--- src/rtl/hmc_rx_lane_aligner.sv ---
`default_nettype none
// ============================================================================
// Module   : hmc_rx_lane_aligner
// Purpose  : Per-lane RX word aligner with bit-slip hunting, optional lane
//            polarity detection and lock tracking for the HMC PHY boundary.
// Revision : 1.0 - initial release
// ============================================================================
module hmc_rx_lane_aligner #(
    parameter int NUM_LANES            = 8,
    parameter int DWIDTH               = 256,
    parameter logic [DWIDTH/NUM_LANES-1:0] ALIGN_PATTERN = 32'h7E81_0FF0,
    parameter int DETECT_LANE_POLARITY = 1,
    parameter int SLIP_WAIT            = 8,
    parameter int LOCK_COUNT           = 16,
    parameter int LOSS_COUNT           = 4,
    parameter int MAX_SLIPS            = 64
) (
    input  logic                 clk,
    input  logic                 rst,
    input  logic [DWIDTH-1:0]    phy_data_rx_phy2link,
    input  logic                 phy_rx_ready,
    input  logic                 align_en,
    output logic [NUM_LANES-1:0] phy_bit_slip,
    output logic [NUM_LANES-1:0] phy_lane_polarity,
    output logic [NUM_LANES-1:0] lane_locked,
    output logic                 all_locked,
    output logic [NUM_LANES-1:0] lane_fail
);

    localparam int c_lane_w  = DWIDTH / NUM_LANES;
    localparam int c_slip_w  = $clog2(MAX_SLIPS + 1);
    localparam int c_wait_w  = $clog2(SLIP_WAIT + 1);
    localparam int c_match_w = $clog2(LOCK_COUNT + 1);
    localparam int c_loss_w  = $clog2(LOSS_COUNT + 1);

    localparam logic [c_slip_w-1:0]  c_slip_last  = c_slip_w'(MAX_SLIPS - 1);
    localparam logic [c_wait_w-1:0]  c_wait_last  = c_wait_w'(SLIP_WAIT);
    localparam logic [c_match_w-1:0] c_match_one  = c_match_w'(1);
    localparam logic [c_match_w-1:0] c_match_last = c_match_w'(LOCK_COUNT - 1);
    localparam logic [c_loss_w-1:0]  c_loss_last  = c_loss_w'(LOSS_COUNT - 1);

    localparam logic [2:0] c_st_idle    = 3'd0;
    localparam logic [2:0] c_st_hunt    = 3'd1;
    localparam logic [2:0] c_st_slip    = 3'd2;
    localparam logic [2:0] c_st_wait    = 3'd3;
    localparam logic [2:0] c_st_locking = 3'd4;
    localparam logic [2:0] c_st_locked  = 3'd5;

    logic [DWIDTH-1:0] r_rx_q;
    logic              r_all_locked;
    logic              w_run;

    assign w_run = phy_rx_ready && align_en;

    always_ff @(posedge clk or posedge rst) begin
        if (rst) begin
            r_rx_q <= '0;
        end else begin
            r_rx_q <= phy_data_rx_phy2link;
        end
    end

    generate
        for (genvar gi = 0; gi < NUM_LANES; gi++) begin : g_lane
            logic [2:0]           r_state;
            logic [c_slip_w-1:0]  r_slip_cnt;
            logic [c_wait_w-1:0]  r_wait_cnt;
            logic [c_match_w-1:0] r_match_cnt;
            logic [c_loss_w-1:0]  r_loss_cnt;
            logic                 r_bit_slip;
            logic                 r_polarity;
            logic                 r_locked;
            logic                 r_fail;
            logic [c_lane_w-1:0]  w_word;
            logic                 w_match;
            logic                 w_inv_match;

            assign w_word      = r_rx_q[gi*c_lane_w +: c_lane_w];
            assign w_match     = (w_word == ALIGN_PATTERN);
            assign w_inv_match = (DETECT_LANE_POLARITY != 0) && (w_word == ~ALIGN_PATTERN);

            always_ff @(posedge clk or posedge rst) begin
                if (rst) begin
                    r_state     <= c_st_idle;
                    r_slip_cnt  <= '0;
                    r_wait_cnt  <= '0;
                    r_match_cnt <= '0;
                    r_loss_cnt  <= '0;
                    r_bit_slip  <= 1'b0;
                    r_polarity  <= 1'b0;
                    r_locked    <= 1'b0;
                    r_fail      <= 1'b0;
                end else if (!w_run) begin
                    // polarity and fail are deliberately kept across a forced idle
                    r_state     <= c_st_idle;
                    r_slip_cnt  <= '0;
                    r_wait_cnt  <= '0;
                    r_match_cnt <= '0;
                    r_loss_cnt  <= '0;
                    r_bit_slip  <= 1'b0;
                    r_locked    <= 1'b0;
                end else begin
                    r_bit_slip <= 1'b0;
                    case (r_state)
                        c_st_idle: begin
                            r_slip_cnt  <= '0;
                            r_wait_cnt  <= '0;
                            r_match_cnt <= '0;
                            r_loss_cnt  <= '0;
                            r_state     <= c_st_hunt;
                        end
                        c_st_hunt: begin
                            r_wait_cnt <= '0;
                            if (w_match) begin
                                r_match_cnt <= c_match_one;
                                r_loss_cnt  <= '0;
                                if (LOCK_COUNT == 1) begin
                                    r_locked <= 1'b1;
                                    r_state  <= c_st_locked;
                                end else begin
                                    r_state  <= c_st_locking;
                                end
                            end else if (w_inv_match) begin
                                r_polarity <= ~r_polarity;
                                r_state    <= c_st_wait;
                            end else begin
                                r_bit_slip <= 1'b1;
                                r_state    <= c_st_slip;
                            end
                        end
                        c_st_slip: begin
                            if (r_slip_cnt == c_slip_last) begin
                                r_fail     <= 1'b1;
                                r_slip_cnt <= '0;
                            end else begin
                                r_slip_cnt <= r_slip_cnt + 1'b1;
                            end
                            r_wait_cnt <= '0;
                            r_state    <= c_st_wait;
                        end
                        c_st_wait: begin
                            // one extra cycle lets a post-slip word clear the rx_q stage
                            if (r_wait_cnt == c_wait_last) begin
                                r_state <= c_st_hunt;
                            end else begin
                                r_wait_cnt <= r_wait_cnt + 1'b1;
                            end
                        end
                        c_st_locking: begin
                            if (w_match) begin
                                r_match_cnt <= r_match_cnt + 1'b1;
                                if (r_match_cnt == c_match_last) begin
                                    r_locked   <= 1'b1;
                                    r_loss_cnt <= '0;
                                    r_state    <= c_st_locked;
                                end
                            end else begin
                                r_match_cnt <= '0;
                                r_state     <= c_st_hunt;
                            end
                        end
                        c_st_locked: begin
                            if (w_match) begin
                                r_loss_cnt <= '0;
                            end else if (r_loss_cnt == c_loss_last) begin
                                r_loss_cnt  <= '0;
                                r_match_cnt <= '0;
                                r_slip_cnt  <= '0;
                                r_locked    <= 1'b0;
                                r_state     <= c_st_hunt;
                            end else begin
                                r_loss_cnt <= r_loss_cnt + 1'b1;
                            end
                        end
                        default: begin
                            r_locked <= 1'b0;
                            r_state  <= c_st_idle;
                        end
                    endcase
                end
            end

            assign phy_bit_slip[gi]      = r_bit_slip;
            assign phy_lane_polarity[gi] = r_polarity;
            assign lane_locked[gi]       = r_locked;
            assign lane_fail[gi]         = r_fail;
        end
    endgenerate

    always_ff @(posedge clk or posedge rst) begin
        if (rst) begin
            r_all_locked <= 1'b0;
        end else begin
            r_all_locked <= &lane_locked;
        end
    end

    assign all_locked = r_all_locked;

endmodule
`default_nettype wire
--- config.mk ---
export PLATFORM = sky130hd
export DESIGN_NAME = hmc_rx_lane_aligner
export DESIGN_NICKNAME = d
export VERILOG_FILES = /design/src/rtl/hmc_rx_lane_aligner.sv
export SDC_FILE = /design/constraint.sdc
export NUM_CORES = 1
export LEC_CHECK = 0
export CORE_AREA = 2 2 257 259
export DETAILED_ROUTE_END_ITERATION = 8
export DIE_AREA = 0 0 259 261
export GPL_ROUTABILITY_DRIVEN = 0
export GPL_TIMING_DRIVEN = 0
export PLACE_DENSITY_LB_ADDON = 0.05
export SLEW_MARGIN = 20
export SYNTH_ARGS = -nofsm -noshare
export SYNTH_HDL_FRONTEND = slang
export SYNTH_SLANG_ARGS = --single-unit
export TNS_END_PERCENT = 10
--- constraint.sdc ---
create_clock -name clk -period 15.9 [get_ports clk]
set_clock_uncertainty 0.15 [all_clocks]
set_input_delay 3.18 -clock clk [delete_from_list [all_inputs] [get_ports clk]]
set_output_delay 3.18 -clock clk [all_outputs]
set_load 0.01 [all_outputs]
==> summary.txt <==
Maximum level of the CTS H-tree = 2
Wirelength, routed = 49.5 mm
First-pass detailed-route iteration total = 5
Power density of the placed cells = 108 nW/µm²
Count of unresolved DRC violations after routing = 0
CTS tree = built
Cell at the root of the clock tree = sky130_fd_sc_hd__clkbuf_16
Setup tns final = 0 ns
Part of the Yosys area used for sequential elements = 60.4%
Yosys warning count = 0
Fraction of registers with async set or reset after synthesis = 100%
Via Count = 13900
Routed vias/inst = 4.76
Final net count = 2328
Proportion of netlist area held by the largest area contributor = 60.4%
Synth Flop Type = sky130_fd_sc_hd__dfrtp_1
Startpoint of the lowest-slack register-to-register path = r_rx_q[224]$_DFF_PP0_
Residual antenna-violating net count after detailed routing = 0
Die footprint = 67600 µm²
Layout filler cell count = 6268
Final global-route overflow total = 0
Hold Path Cell Cnt = 1
Synthesized netlist net count = 1961
IO buf count = 292
Multi-input logic area = 6920 µm²
Result of the run = complete, no violations
HPWL after detailed placement = 36.1 mm
Flops & latches, synth = 465
Slew Limit Headroom = 31.7%
Most common library cell in the layout ignoring fill and taps = sky130_fd_sc_hd__dfrtp_1
Fin. Hold Viols = 0
Area Growth Syn to Fin = 33.1%
Depth of the worst register-to-register path = 5
Source-to-sink clock delay at the later pin of the worst-skew pair = 0.60 ns
Total clock buffers created by CTS = 56
Hold buffers post-CTS = 0
Worst slew pin tran = 1.02 ns
Number of flops mapped to enable cells by yosys = 0
Row count = 94
Synth top area cells = sky130_fd_sc_hd__dfrtp_1, sky130_fd_sc_hd__ha_1, sky130_fd_sc_hd__nand2_1
Die Span Y = 261 µm
Antenna violations before repair = 2
Final worst-path cycle share = 42.6%
Critical Path Source Type = primary input
Endpoint required time on the critical path = 16.21 ns
Minimum period implied by the final worst setup slack = 6.77 ns
Total area of sequential cells = 11600 µm²
Worst hold endpoint = g_lane[2].r_fail$_DFFE_PP0P_
Count of pins on the block boundary = 293
Clock-pin slew on the worst setup and hold paths = 0.06 ns
Count of cell types in the netlist = 75
Count of pins over their slew limit = 0
Effective utilization at floorplan = 29.6%
Drt first-iter violations = 659
Share of layout cells above drive strength 1 = 9.34%
Number of global-route vias before repair = 14800
Class of the tightest hold or removal check = reg -> reg
Final-report setup violation count = 0
Flop-to-flop setup slack = 13.15 ns
Total inserted antenna cells = 0
Post-synthesis cell count = 1653
Capturing element type of the critical path = flop
Top library cells by usage in the layout, fill and taps aside = sky130_fd_sc_hd__dfrtp_1, sky130_fd_sc_hd__clkdlybuf4s50_1, sky130_fd_sc_hd__nand2_1
Setup repair after global routing missed its margin = no
Pre-CTS setup slack = 8.38 ns
Largest net degree at the start of global routing = 35
Post-route setup slack = 9.13 ns
Overall fraction of global-route tracks in use = 14.8%
Leakage power total = 10.8 nW
Sinks on Clock Net = 465
Post-CTS setup-driven buffer insertion count = 0
F_max = 148 MHz
Core area = 65000 µm²
Post-cts repair resize count = 0
Critical path type = in -> reg
Largest buffer count on any clock path = 3
First-pass GRT wire length = 80.2 mm
Overall die width = 259 µm
Worst Min Path Start = g_lane[2].r_fail$_DFFE_PP0P_
Number of max-capacitance violations reported = 0
Crit-path max FO = 10
Post-synth design cell area = 19300 µm²
Highest ir drop seen on vdd = 86.9 µV
Reg2reg end = g_lane[7].r_match_cnt[0]$_DFFE_PP0P_
Mean area per synthesized cell = 11.7 µm²
Synth area leader = sky130_fd_sc_hd__dfrtp_1
CP Data Arrival Time = 7.08 ns
Average wire per cell in the routed design = 16.9 µm
Hold WS = 0.308 ns
## state kept, by name, summed over array words and instances (netlist names)
signal / flops
r_rx_q: 256
g_lane.r_slip_cnt: 56
g_lane.r_match_cnt: 40
g_lane.r_wait_cnt: 32
g_lane.r_loss_cnt: 24
g_lane.r_state: 24
g_lane.r_bit_slip: 8
g_lane.r_fail: 8
g_lane.r_locked: 8
g_lane.r_polarity: 8
all_locked: 1
## per-stage QoR
step | power [mW] | util (%) | cell area (µm²) | cells
CTS | 2.83 | 39.4 | 25600 | 2930
detailed placement | 1.41 | 36.3 | 23600 | 2826
floorplan | 1.31 | - | 19300 | 1653
global placement | 1.40 | 35.8 | 23300 | 2809
finish | 2.77 | 39.4 | 25600 | 2930
global route | 2.89 | 39.4 | 25600 | 2930
## metal layers
metal | global-route usage, % | routed length [µm] | up-vias | share of wire, %
met5 | 0 | 0 | - | 0
met4 | 4.40 | 1190 | 0 | 2.4
met3 | 3.18 | 2470 | 80 | 5.0
met2 | 24.5 | 23400 | 262 | 47
met1 | 19.6 | 22400 | 6826 | 45
li1 | - | - | 6767 | -
## cells in the mapped netlist (all sizes together), types with 9 or more instances
master / count
dfrtp: 465
nand2: 109
nor2: 86
inv: 80
o21ai: 80
a21oi: 65
nand3: 52
nor3: 49
ha: 48
buf: 47
nor4: 42
and4b: 31
xnor2: 30
a31oi: 28
and3: 26
nand4b: 26
nor2b: 25
clkbuf: 23
nor4b: 23
o22ai: 23
nand4: 22
mux2i: 21
nand2b: 20
o21a: 17
nor4bb: 16
a22o: 15
a21boi: 13
and4: 13
a211oi: 12
or2: 12
and2: 11
a21o: 9
## worst max-delay path: stages
cell                              delay [ns]
sky130_fd_sc_hd__clkdlybuf4s50_1        0.75
sky130_fd_sc_hd__nand2_1                0.65
sky130_fd_sc_hd__buf_2                  0.42
sky130_fd_sc_hd__buf_1                  0.77
sky130_fd_sc_hd__buf_1                  0.70
sky130_fd_sc_hd__buf_1                  0.48
sky130_fd_sc_hd__nor2_1                 0.10
## area by class of cell
cell class	count	area share, %
Inverter	80	1.19
Clock inverter	29	1.69
Clock buffer	75	6.14
Timing Repair Buffer	309	12.8
Sequential cell	465	45.4
Tap cell	864	4.22
Multi-Input combinational cell	1038	27.0
Buffer	70	1.55
## cell families (layout without fill, tap and decap cells)
group,count (synthesis),count (layout),share of synthesized area [%]
AOI/OAI and AO/OA,323,323,11.0
xor gates and xnor gates,35,35,1.59
muxes,25,25,1.34
and+or+nand+nor,607,607,18.9
DFF,465,465,60.4
buffers and inverters,150,563,3.63
adders and majority gates,48,48,3.12
## worst max-delay path by stage
stage	slack, ns	from	to	depth (start not counted)
4_1_cts	9.03	align_en	g_lane[7].r_wait_cnt[1]$_DFFE_PP0P_	7
6_report	9.13	align_en	g_lane[7].r_wait_cnt[1]$_DFFE_PP0P_	7
3_3_place_gp	2.82	rst	r_rx_q[217]$_DFF_PP0_	2
3_5_place_dp	8.38	phy_rx_ready	g_lane[7].r_wait_cnt[1]$_DFFE_PP0P_	7
5_1_grt	8.95	align_en	g_lane[6].r_wait_cnt[0]$_DFFE_PP0P_	7
2_1_floorplan	6.28	rst	all_locked$_DFF_PP0_	1
## where the power goes
group | internal, mW | switching [mW] | total (mW)
registers | 1.22 | 0.0190 | 1.24
logic | 0.0837 | 0.0642 | 0.148
clock network | 0.870 | 0.511 | 1.38
Power figures use the tool's default switching activity.
==> variant 1: new RTL, same flow settings <==
Compare `r_match_cnt` against `c_match_last` with >= in place of ==.
--- a/src/rtl/hmc_rx_lane_aligner.sv
+++ b/src/rtl/hmc_rx_lane_aligner.sv
@@ -150,5 +150,5 @@
                             if (w_match) begin
                                 r_match_cnt <= r_match_cnt + 1'b1;
-                                if (r_match_cnt == c_match_last) begin
+                                if (r_match_cnt >= c_match_last) begin
                                     r_locked   <= 1'b1;
                                     r_loss_cnt <= '0;
Function: same outputs for any inputs over 4 cycles, from zero or initial values and one cycle with rst high; that may be too few to reach the edited logic, so the function may still have changed.
==> variant 1 against the original RTL <==
Clock power down 4%; hold slack worse by 0.0025 ns; critical endpoint is now g_lane[7].r_wait_cnt[0]$_DFFE_PP0P_; area after synthesis up 1.0%; cell area up 0.43%; global-route usage up 0.41 points; critical path depth up 1; setup slack better by 0.11 ns; total power down 1.8%; cell count up 1.0%; sequential cell count unchanged; wire length up 3.2%.
==> variant 1: results (changes against the original RTL) <==
- Unique masters post-synth: 84 (was 75)
- Post-Synth XOR/XNOR Area: 0.0135 (was 0.0159)
- Worst slew pin tran: 0.975 ns (was 1.02 ns)
- Via count: 14300 (was 13900)
- Worst VDD drop: 0.0756 mV (was 0.0869 mV)
- First-pass GRT wire length: 81.3 mm (was 80.2 mm)
- M3 GR Usage: 0.0272 (was 0.0318)
- Clock share of power: 0.488 (was 0.499)
- Ranking of synthesized cells by area: dfrtp_1, ha_1, nor2_1 (was dfrtp_1, ha_1, nand2_1)
- Comb power frac: 0.055 (was 0.053)
- Largest net degree at the start of global routing: 36 (was 35)
- Syn Nets: 1994 (was 1961)
- Metal-1 WL: 22.1 mm (was 22.4 mm)
- Syn Area/Cell: 11.5 µm² (was 11.7 µm²)
- Post-synth top cells: dfrtp_1, nor2_1, nand2_1, o21ai_0, a21oi_1 (was dfrtp_1, nand2_1, nor2_1, inv_1, o21ai_0)
- Nets: 2358 (was 2328)
- Initial antenna violation count: 0 (was 2)
- Vias per cell: 4.84 (was 4.76)
- Status: completed (unchanged)
- Min Tclk post-route: 6.66 ns (was 6.77 ns)
- Worst Hold Launch: g_lane[1].r_fail$_DFFE_PP0P_ (was g_lane[2].r_fail$_DFFE_PP0P_)
- Met2 Use GR: 0.265 (was 0.245)
- R2r setup slk: 12.64 ns (was 13.15 ns)
- Reg2reg path depth: 6 (was 5)
- Insertion delay to the later sink of the worst-skew pair: 0.62 ns (was 0.60 ns)
- Adder-Cell Fraction of Synth Area: 0.0309 (was 0.0312)
- Vias in the first global route: 14700 (was 14800)
- Num CTS Buffers: 54 (was 56)
- DP Wirelength: 37.6 mm (was 36.1 mm)
- Dpl ws: 8.47 ns (was 8.38 ns)
## variant 1: cell count changes after synthesis, sizes merged, moves of 8 or more
cell and change:
and4b -18, clkbuf +11, inv -18, mux2 +8
nand2b +9, nand3 -9, nand4b +21, nor2 +43
nor3 -17, nor4 +10, o22ai -10, or4b +10
xnor2 -11
## variant 1: cell families (layout without fill, tap and decap cells)
logic type,after synthesis,count (layout)
AOI/OAI and AO/OA,335,335
xor gates and xnor gates,30,30
adders and majority gates,48,48
buffers and inverters,141,551
DFF,465,465
muxes,29,29
and+or+nand+nor,638,638
## variant 1: layout make-up
cell class / count / area [µm²]
plain buffers: 79 / 492
clock buffers: 71 / 1540
clock inverters: 31 / 393
fillers: 6237 / 39300
inverters: 62 / 236
multi-input cells: 1080 / 7120
flip-flops and latches: 465 / 11600
well taps: 864 / 1080
repair buffers: 308 / 3250
==> variant 2: new RTL, same flow settings <==
Without the edit above. Change the parameter `LOCK_COUNT` from 16 to 8.
--- a/src/rtl/hmc_rx_lane_aligner.sv
+++ b/src/rtl/hmc_rx_lane_aligner.sv
@@ -12,5 +12,5 @@
     parameter int DETECT_LANE_POLARITY = 1,
     parameter int SLIP_WAIT            = 8,
-    parameter int LOCK_COUNT           = 16,
+    parameter int LOCK_COUNT           = 8,
     parameter int LOSS_COUNT           = 4,
     parameter int MAX_SLIPS            = 64
Formal check against the unedited RTL: no difference found for any inputs over 4 cycles, from zero or initial values and one cycle with rst high; that may be too few to reach the edited logic, so the function may still have changed.
==> variant 2 against the original RTL <==
Area after synthesis fell by 0.80%; fmax down 0.19%; cell area is 0.82% lower; sequential cell count fell by 8; wire length increased by 1.5%; count of clock-buffer cells in the layout fell by 3; setup slack worse by 0.013 ns; sequential share of layout area down 0.41 points; total power is 1.9% lower.
==> variant 2: results (changes against the original RTL) <==
- Status: completed (unchanged)
- Post-synthesis mux area share: 0.0148 (was 0.0134)
- Met2 wire len: 25.9 mm (was 23.4 mm)
- Comb pwr: 153 µW (was 148 µW)
- Insertion delay to the later sink of the worst-skew pair: 0.60 ns (about the same)
- Placed cells: 2822 (was 2826)
- Largest net degree at the start of global routing: 34 (was 35)
- Total Routed Length: 50.3 mm (was 49.5 mm)
- Placement Cell Area: 23500 µm² (was 23600 µm²)
- GRT Total Usage: 0.149 (was 0.148)
- Vias per cell: 4.81 (was 4.76)
- Worst VDD drop: 0.0649 mV (was 0.0869 mV)
- Comb power frac: 0.056 (was 0.053)
- DP Wirelength: 37.3 mm (was 36.1 mm)
- Post-synth top cells: dfrtp_1, nand2_1, nor2_1, o21ai_0, inv_1 (was dfrtp_1, nand2_1, nor2_1, inv_1, o21ai_0)
- Crit. Startpoint: phy_rx_ready (was align_en)
- DR iter-0 viols: 614 (was 659)
- First-pass GRT wire length: 80.1 mm (was 80.2 mm)
- M3 GR Usage: 0.0255 (was 0.0318)
- Post-Synth XOR/XNOR Area: 0.0151 (was 0.0159)
- Num CTS Buffers: 54 (was 56)
- Worst Hold Launch: g_lane[5].r_fail$_DFFE_PP0P_ (was g_lane[2].r_fail$_DFFE_PP0P_)
- Reg2reg path depth: 6 (was 5)
- Regs by FF count: r_rx_q (256), g_lane.r_slip_cnt (56) (was r_rx_q (256), g_lane.r_slip_cnt (56), g_lane.r_match_cnt (40))
- Min Hold Slack: 0.308 ns (about the same)
- WL met3: 1.83 mm (was 2.47 mm)
- Compound-gate portion of the synthesized area: 0.110 (about the same)
- Relative slew slack: 0.270 (was 0.317)
- Syn Area/Cell: 11.6 µm² (was 11.7 µm²)
- Dpl ws: 8.46 ns (was 8.38 ns)
- Vias in the first global route: 14600 (was 14800)
- Initial antenna violation count: 1 (was 2)
- Pleak: 10.6 nW (was 10.8 nW)
- Met2 Use GR: 0.263 (was 0.245)
- Syn Nets: 1949 (was 1961)
- Layout Cells excl Fill: 2920 (was 2930)
- Sequential area share after synthesis: 0.599 (was 0.604)
- Ranking of synthesized cells by area: dfrtp_1, ha_1, o21ai_0 (was dfrtp_1, ha_1, nand2_1)
- Reg power frac: 0.449 (was 0.448)
- RR Startpoint: r_rx_q[32]$_DFF_PP0_ (was r_rx_q[224]$_DFF_PP0_)
- Psw: 584 µW (was 595 µW)
- Unique masters post-synth: 90 (was 75)
- Layout cells sized above 1: 0.0934 (about the same)
- Nets: 2314 (was 2328)
-- variant 2: critical path, cell delays in order --
cell	delay [ns]
clkdlybuf4s50_1	0.64
nand2_1	0.41
buf_2	0.49
clkbuf_1	0.83
clkbuf_1	0.80
clkbuf_1	0.58
nor2_1	0.12
-- variant 2: layout make-up --
type	count	area (µm²)
fillers	6217	39600
clock buffers	72	1560
clock inverters	26	389
multi-input cells	1048	6990
inverters	67	255
repair buffers	309	3290
plain buffers	77	429
well taps	864	1080
flip-flops and latches	457	11400
-- variant 2: path summary, 6_finish.rpt --
check / slack (ns) / to
max: 9.11 / g_lane[7].r_wait_cnt[0]$_DFFE_PP0P_
min: 0.31 / g_lane[5].r_fail$_DFFE_PP0P_
max reg2reg: 13.33 / g_lane[1].r_match_cnt[0]$_DFFE_PP0P_
min reg2reg: 0.31 / g_lane[5].r_fail$_DFFE_PP0P_
max in group asynchronous: 11.37 / r_rx_q[216]$_DFF_PP0_
min in group asynchronous: 2.78 / r_rx_q[12]$_DFF_PP0_
